**config.mk**
```make
export PLATFORM = sky130hd
export DESIGN_NAME = ysyx_22050710_ifu
export DESIGN_NICKNAME = d
export VERILOG_FILES = /design/src/rtl/ysyx_22050710_ifu.sv
export SDC_FILE = /design/constraint.sdc
export NUM_CORES = 1
export LEC_CHECK = 0
export BUFFER_PORTS_ARGS = -buffer_cell sky130_fd_sc_hd__buf_2
export CORE_UTILIZATION = 50
export CTS_CLUSTER_SIZE = 28
export DETAILED_ROUTE_END_ITERATION = 16
export PLACE_DENSITY = 0.81
export SLEW_MARGIN = 0
export SYNTH_ARGS = -nofsm -noshare
export SYNTH_HDL_FRONTEND = slang
export SYNTH_SLANG_ARGS = --single-unit
```
**constraint.sdc**
```tcl
create_clock -name i_clk -period 2.65 [get_ports i_clk]
set_input_delay 0.1325 -clock i_clk [delete_from_list [all_inputs] [get_ports i_clk]]
set_output_delay 0.1325 -clock i_clk [all_outputs]
set_load 0.02 [all_outputs]
```
**src/rtl/ysyx_22050710_ifu.sv**
```systemverilog
// Instruction fetch unit: owns the architectural PC, issues one fetch at a
// time to instruction memory, holds the returned word for decode, and
// restarts fetch at the branch unit's target on a redirect.
module ysyx_22050710_ifu #(
  parameter int                ADDR_W   = 64,
  parameter logic [ADDR_W-1:0] RESET_PC = 64'h0000_0000_8000_0000
) (
  input  logic              i_clk,
  input  logic              i_rst,
  output logic              o_imem_req_valid,
  output logic [ADDR_W-1:0] o_imem_req_addr,
  input  logic              i_imem_req_ready,
  input  logic              i_imem_rsp_valid,
  input  logic [31:0]       i_imem_rsp_data,
  output logic              o_inst_valid,
  output logic [31:0]       o_inst,
  output logic [ADDR_W-1:0] o_inst_pc,
  input  logic              i_inst_ready,
  input  logic              i_redirect,
  input  logic [ADDR_W-1:0] i_redirect_pc
);

  typedef enum logic [1:0] {
    ST_REQ  = 2'd0,
    ST_WAIT = 2'd1,
    ST_HOLD = 2'd2
  } state_e;

  localparam logic [ADDR_W-1:0] PC_STEP    = {{(ADDR_W-3){1'b0}}, 3'b100};
  localparam logic [ADDR_W-1:0] ALIGN_MASK = {{(ADDR_W-2){1'b1}}, 2'b00};

  state_e            state_r;
  state_e            state_nxt_s;
  logic [ADDR_W-1:0] pc_r;
  logic [ADDR_W-1:0] pc_nxt_s;
  logic              kill_r;
  logic              kill_nxt_s;
  logic              load_inst_s;
  logic              req_valid_r;
  logic              inst_valid_r;
  logic [31:0]       inst_r;
  logic [ADDR_W-1:0] inst_pc_r;
  logic [ADDR_W-1:0] redirect_pc_s;

  // Redirect targets are always word aligned; low two bits are cleared.
  assign redirect_pc_s = i_redirect_pc & ALIGN_MASK;

  // Next-state, next-PC and kill-flag selection; redirect outranks normal flow.
  always_comb begin
    state_nxt_s = state_r;
    pc_nxt_s    = pc_r;
    kill_nxt_s  = kill_r;
    load_inst_s = 1'b0;
    if (i_redirect) begin
      pc_nxt_s = redirect_pc_s;
      case (state_r)
        ST_REQ: begin
          // An accepted request cannot be recalled, so its response is marked for drop.
          if (i_imem_req_ready) begin
            state_nxt_s = ST_WAIT;
            kill_nxt_s  = 1'b1;
          end else begin
            state_nxt_s = ST_REQ;
          end
        end
        ST_WAIT: begin
          if (i_imem_rsp_valid) begin
            state_nxt_s = ST_REQ;
            kill_nxt_s  = 1'b0;
          end else begin
            state_nxt_s = ST_WAIT;
            kill_nxt_s  = 1'b1;
          end
        end
        ST_HOLD: begin
          state_nxt_s = ST_REQ;
        end
        default: begin
          state_nxt_s = ST_REQ;
          kill_nxt_s  = 1'b0;
        end
      endcase
    end else begin
      case (state_r)
        ST_REQ: begin
          if (i_imem_req_ready) begin
            state_nxt_s = ST_WAIT;
          end else begin
            state_nxt_s = ST_REQ;
          end
        end
        ST_WAIT: begin
          if (i_imem_rsp_valid) begin
            state_nxt_s = kill_r ? ST_REQ : ST_HOLD;
            kill_nxt_s  = 1'b0;
            load_inst_s = ~kill_r;
          end else begin
            state_nxt_s = ST_WAIT;
          end
        end
        ST_HOLD: begin
          if (i_inst_ready) begin
            state_nxt_s = ST_REQ;
            pc_nxt_s    = pc_r + PC_STEP;
          end else begin
            state_nxt_s = ST_HOLD;
          end
        end
        default: begin
          state_nxt_s = ST_REQ;
          kill_nxt_s  = 1'b0;
        end
      endcase
    end
  end

  // State, PC, kill flag and registered handshake outputs.
  always_ff @(posedge i_clk) begin
    if (i_rst) begin
      state_r      <= ST_REQ;
      pc_r         <= RESET_PC;
      kill_r       <= 1'b0;
      req_valid_r  <= 1'b1;
      inst_valid_r <= 1'b0;
    end else begin
      state_r      <= state_nxt_s;
      pc_r         <= pc_nxt_s;
      kill_r       <= kill_nxt_s;
      req_valid_r  <= (state_nxt_s == ST_REQ);
      inst_valid_r <= (state_nxt_s == ST_HOLD);
    end
  end

  // Captured instruction word and its PC, stable while held for decode.
  always_ff @(posedge i_clk) begin
    if (i_rst) begin
      inst_r    <= 32'h0000_0000;
      inst_pc_r <= '0;
    end else if (load_inst_s) begin
      inst_r    <= i_imem_rsp_data;
      inst_pc_r <= pc_r;
    end else begin
      inst_r    <= inst_r;
      inst_pc_r <= inst_pc_r;
    end
  end

  assign o_imem_req_valid = req_valid_r;
  assign o_imem_req_addr  = pc_r;
  assign o_inst_valid     = inst_valid_r;
  assign o_inst           = inst_r;
  assign o_inst_pc        = inst_pc_r;

endmodule

```
**Yosys cells after proc, flatten, opt, wreduce, memory -nomap -nowiden**

Cells that the tools add are included.

- Memory bits (read-only): 0
- Memory bits (writable): 0
- Latch bits: 0
- Word-level logic and storage cells: 46
- Memories: 0
- Flip-flop bits (word level): 165

- Equal/unequal tests: 7
- Mux-type cells: 20
- Divide/modulo/power cells: 0
- Shifts and indexed selects: 0
- Bitwise gates (word level): 1
- $mul: 0
- $add $sub $neg: 1
- Order comparisons: 0
- Reduce and logical (&&, ||, !) cells: 9

Operator list:

| kind | count |
|---|---|
| 64-bit two-way mux | 3 |
| 64-bit by 3-bit adder with 64-bit output, second input constant | 1 |
| 1-bit two-way mux | 9 |
| 2-bit two-way mux | 4 |
| 3-bit inequality test, second input constant | 2 |
| 2-bit one-hot mux with 3 select lines | 1 |
| 2-bit equality test, second input constant | 2 |
| 2-bit zero test | 2 |
| 1-bit one-hot mux with 2 select lines | 2 |
| 2-bit AND reduction | 2 |
| 4-bit AND reduction | 1 |
| 2-bit nonzero test | 2 |
| 2-bit OR reduction | 2 |
| 1-bit one-hot mux with 3 select lines | 1 |
| 2-bit by 1-bit equality test with 1-bit output, second input constant | 1 |
| 2-bit by 1-bit inequality test with 1-bit output, second input constant | 1 |
| 2-bit inequality test, second input constant | 1 |
| 1-bit NOT | 1 |

**Depth between registers and ports, before layout**

- Word-level depth: 5
- Mapped depth: 8
- Depth with buffers taken out: 6

**Least setup slack after synthesis**

Ideal clock, no wire load.

- Kind: register to register
- Start point: register pc_r[47] (netlist: o_imem_req_addr[47])
- End point: register pc_r[60] (netlist: o_imem_req_addr[60])
- Clock period less this slack: 2.301 ns
- Setup time: 0.091 ns
- Slack: 0.349 ns
- Arrival time: 2.210 ns
- Buffers on the path: 1
- Data required time: 2.559 ns
- Stages on the path, launching flop included: 7
- Cell sequence: dfxtp_1 buf_4 nand2_2 or4_1 or4_4 or4_1 a311oi_1

- Longest elaborated chain between the ends: 4

Ends and longest elaborated chain:

| item | RTL line | RTL |
|---|---|---|
| start, declared | 34 | `logic [ADDR_W-1:0] pc_r;` |
| start signal, assigned | 127 | `pc_r <= pc_nxt_s;` |
| 64-bit by 3-bit adder with 64-bit output | 104 | `pc_nxt_s = pc_r + PC_STEP;` |
| 64-bit two-way mux | 102 | `if (i_inst_ready) begin` |
| 64-bit two-way mux | 84 | `case (state_r)` |
| 64-bit two-way mux | 54 | `if (i_redirect) begin` |

No other way between the ends. The select of a mux whose other input is x is not followed.
A chain may end at the register's enable or synchronous reset.

**Worst setup path after layout**

- Start point: register pc_r[20] (netlist: o_imem_req_addr[20])
- End point: register pc_r[57] (netlist: o_imem_req_addr[57])

Same word-level chain as after synthesis.

==> impl_metrics.csv <==
group,metric,value,unit
setup_path,r2r_slack,200,ps
global_routing,grt_pass1_vias,7568,
timing,tns,0,ps
run,drv_cap,0,
yosys,synth.avg_cell_area,7.79,sq um
global_routing,grt_overflow_total,0,
hold_path,hp-class,"input port to register",
global_routing,grt_max_degree,95,
setup_path,worstSetupStartpointType,"register",
hold_path,hold_depth,3,
timing,setup_violations,0,
power,power_density,571,nW/um^2
detailed_routing,wl_per_cell,16.8,um
clocking,cts_sinks,161,
yosys,synth_seq_cells,161,
setup_path,worstPathArrival,2760,ps
yosys,ys_warn_count,0,
clocking,cts_max_path_buffers,2,
yosys,synthArstFlopShare,0,%
die,dieHeight,122,um
placement,place_area,8660,sq um
setup_path,r2r_start,"o_imem_req_addr[20]",
clocking,clk_latency,430,ps
timing,timing.final.hold_violations,0,
die,initial_core_util,51.6,%
setup_path,critPathMaxStageDelay,450,ps
yosys,synth_edf_count,0,
yosys,synth_seq_area_share,44.6,%
power,peakVddDrop,0.616,mV
clocking,cts_tree,"yes",
clocking,cts_buffers,17,
yosys,netlist_area,7220,sq um
layout,fill_cells,1095,
timing,relSlewSlack,28.9,%
timing,worstMarginPinSlew,1070,ps
layout,drive_above_1_share,25.2,%
hold_path,min_from,"i_redirect_pc[60]",
timing,rsz0062_at_grt,"false",
clocking,cts_setup_buffers,0,
setup_path,rr_worst_depth,5,
die,pin_count,264,
layout,fin_util,72.2,%
setup_path,cp-startpoint,"o_imem_req_addr[20]",
timing,final.period_utilization,92.6,%
layout,final_cell_area,10100,sq um
timing,period_minus_slack,2450,ps
detailed_routing,drt_iter0_drc,688,
clocking,root_buffer,"clkbuf_16",
yosys,syn_inst,927,
placement,place.gp.congestion,0.882,
setup_path,critPathKind,"register to register",
detailed_routing,viasPerCell,5.64,
detailed_routing,drc,0,
layout,diodes,0,
setup_path,cpMaxStageDelayCell,"nand4_1",
die,core.rowCount,43,
setup_path,cp.required,2960,ps
global_routing,antenna_found_initial,0,
clocking,htree_levels,4,
global_routing,gr-usage-all-layers,32.3,%
layout,nets,1347,
timing,fmax,0.408,GHz
detailed_routing,dr.pass1.iters,5,
timing,drv_slew,0,
setup_path,worstSetupEndpointType,"register",
timing,whs,17.8,ps
detailed_routing,wirelength,24100,um
global_routing,grt_pass1_wl,37700,um
clocking,clk_pin_slew,70,ps
yosys,ys_types,49,
die,die_w,122,um
run_status,status,"finished clean",
detailed_routing,ant_nets,0,
setup_path,cp_top_family,"simple AND/OR/NAND/NOR gates",
die,die_area,14900,sq um
setup_path,path_buf_inv,0,
timing,clock_skew,11.5,ps
detailed_routing,vias,8108,
hold_path,min_to,"o_imem_req_addr[60]",
setup_path,crit_chain,"and2_0 -> and3_1 -> nand4_1 -> o31a_1 -> a2111oi_0",
placement,numPortBuffers,257,
die,core,14000,sq um
yosys,synthFlopType,"dfxtp_1",
layout,syn2layout_area_growth,39.8,%
setup_path,worstPathMaxFanout,8,
power,p_leak,0.00419,uW
placement,dp_hpwl,15200,um
setup_path,r2r_end,"o_imem_req_addr[57]",
## area by class of cell
cell class / count / area (sq um) / share of cell area [%]
Timing Repair Buffer: 362 / 2330 / 23.0
Clock buffer: 19 / 453 / 4.49
Sequential cell: 161 / 3220 / 31.9
Multi-Input combinational cell: 683 / 3670 / 36.3
Inverter: 19 / 71.3 / 0.706
Clock inverter: 13 / 129 / 1.28
Tap cell: 180 / 225 / 2.23
## logic make-up (layout without fill, tap and decap cells)
group	count (synthesis)	count (layout)	synth area share (%)
buffers and inverters	86	413	4.89
xor gates and xnor gates	28	28	3.40
other	1	4	0.0519
adders and majority gates	1	1	0.173
muxes	3	3	0.416
AOI/OAI and AO/OA	194	194	16.6
and+or+nand+nor	453	453	29.8
DFF	161	161	44.6
## through the flow
| step | worst slack, ps | power [uW] | instances |
|---|---|---|---|
| after floorplan | 349 | 3000 | 930 |
| after global placement | 255 | 3260 | 1320 |
| after detailed placement | 144 | 3260 | 1320 |
| after CTS | 108 | 5770 | 1437 |
| after global routing | 52.8 | 5980 | 1437 |
| final | 197 | 5770 | 1437 |
## power by group
part | switching, uW | leakage [uW] | total [uW] | internal (uW)
Clock | 1080 | 0.000280 | 2440 | 1360
Combinational | 394 | 0.00259 | 698 | 304
Sequential | 124 | 0.00131 | 2630 | 2510
Total | 1590 | 0.00419 | 5770 | 4180
## synthesized netlist by cell type (2+ instances only)
cell type | instances | area [sq um]
nand2_1 | 233 | 875
dfxtp_1 | 161 | 3220
a21oi_1 | 108 | 541
nor2_1 | 57 | 214
clkbuf_1 | 54 | 203
nand3_1 | 26 | 130
a211oi_1 | 23 | 173
nand4_1 | 23 | 144
xnor2_1 | 23 | 201
nor3_1 | 20 | 100
a311oi_1 | 19 | 166
inv_1 | 19 | 71.3
and3_1 | 18 | 113
and4_1 | 17 | 149
nor4_1 | 13 | 81.3
a2111oi_0 | 11 | 96.3
o21ai_0 | 11 | 55.1
or3_1 | 10 | 62.6
o31ai_1 | 8 | 60.1
or4_1 | 8 | 60.1
and2_1 | 6 | 37.5
buf_2 | 6 | 30.0
buf_4 | 6 | 45.0
nand3b_1 | 5 | 37.5
xor2_1 | 5 | 43.8
o21a_1 | 4 | 30.0
o31a_1 | 4 | 35.0
mux2i_1 | 3 | 30.0
nor2b_1 | 3 | 18.8
a31oi_1 | 2 | 12.5
and2_0 | 2 | 12.5
nor4b_1 | 2 | 17.5
## per-layer routing
metal	part of all wire [%]	track usage [%]
met2	48	52.7
met4	3.5	15.3
met1	41	39.8
met3	7.6	8.01
met5	0	0
## tightest hold or removal path, stage by stage
cell and delay, ps:
buf_2 100, nor2_1 100, a311oi_1 60
## worst max-delay path by stage
| stage | endpoint | cells past startpoint | slack, ps |
|---|---|---|---|
| after floorplan | o_imem_req_addr[60] | 6 | 350 |
| after global placement | o_imem_req_addr[45] | 6 | 260 |
| after detailed placement | o_imem_req_addr[45] | 6 | 140 |
| after CTS | o_imem_req_addr[45] | 6 | 110 |
| after global routing | o_imem_req_addr[58] | 6 | 50 |
| final | o_imem_req_addr[57] | 5 | 200 |
## state kept, by name, summed over array words and instances (netlist names)
register,flops
o_imem_req_valid,1
o_inst_valid,1
o_imem_req_addr,62
o_inst,32
o_inst_pc,62
kill_r,1
state_r,2
## timing repair
item	in CTS	in global routing
gates resized for setup	0	1
hold endpoints to repair	85	0
setup endpoints to repair	0	4
hold buffers	85	0
## cells in the final DEF (no fill, tap or decap), types with 5 or more instances in the layout
cell,n
and4_1,17
nor3_1,20
inv_1,18
nor4_1,13
or3_1,10
a2111oi_0,11
o31ai_1,8
or4_1,8
dfxtp_1,161
xnor2_1,23
nand4_1,23
clkbuf_16,17
nand3b_1,5
buf_4,18
a21oi_1,108
a311oi_1,19
nand3_1,26
a211oi_1,23
buf_2,256
o21ai_0,11
nand2_1,231
and2_1,5
dlygate4sd3_1,85
and3_1,18
xor2_1,5
nor2_1,57
(Power assumes the default switching activity.)
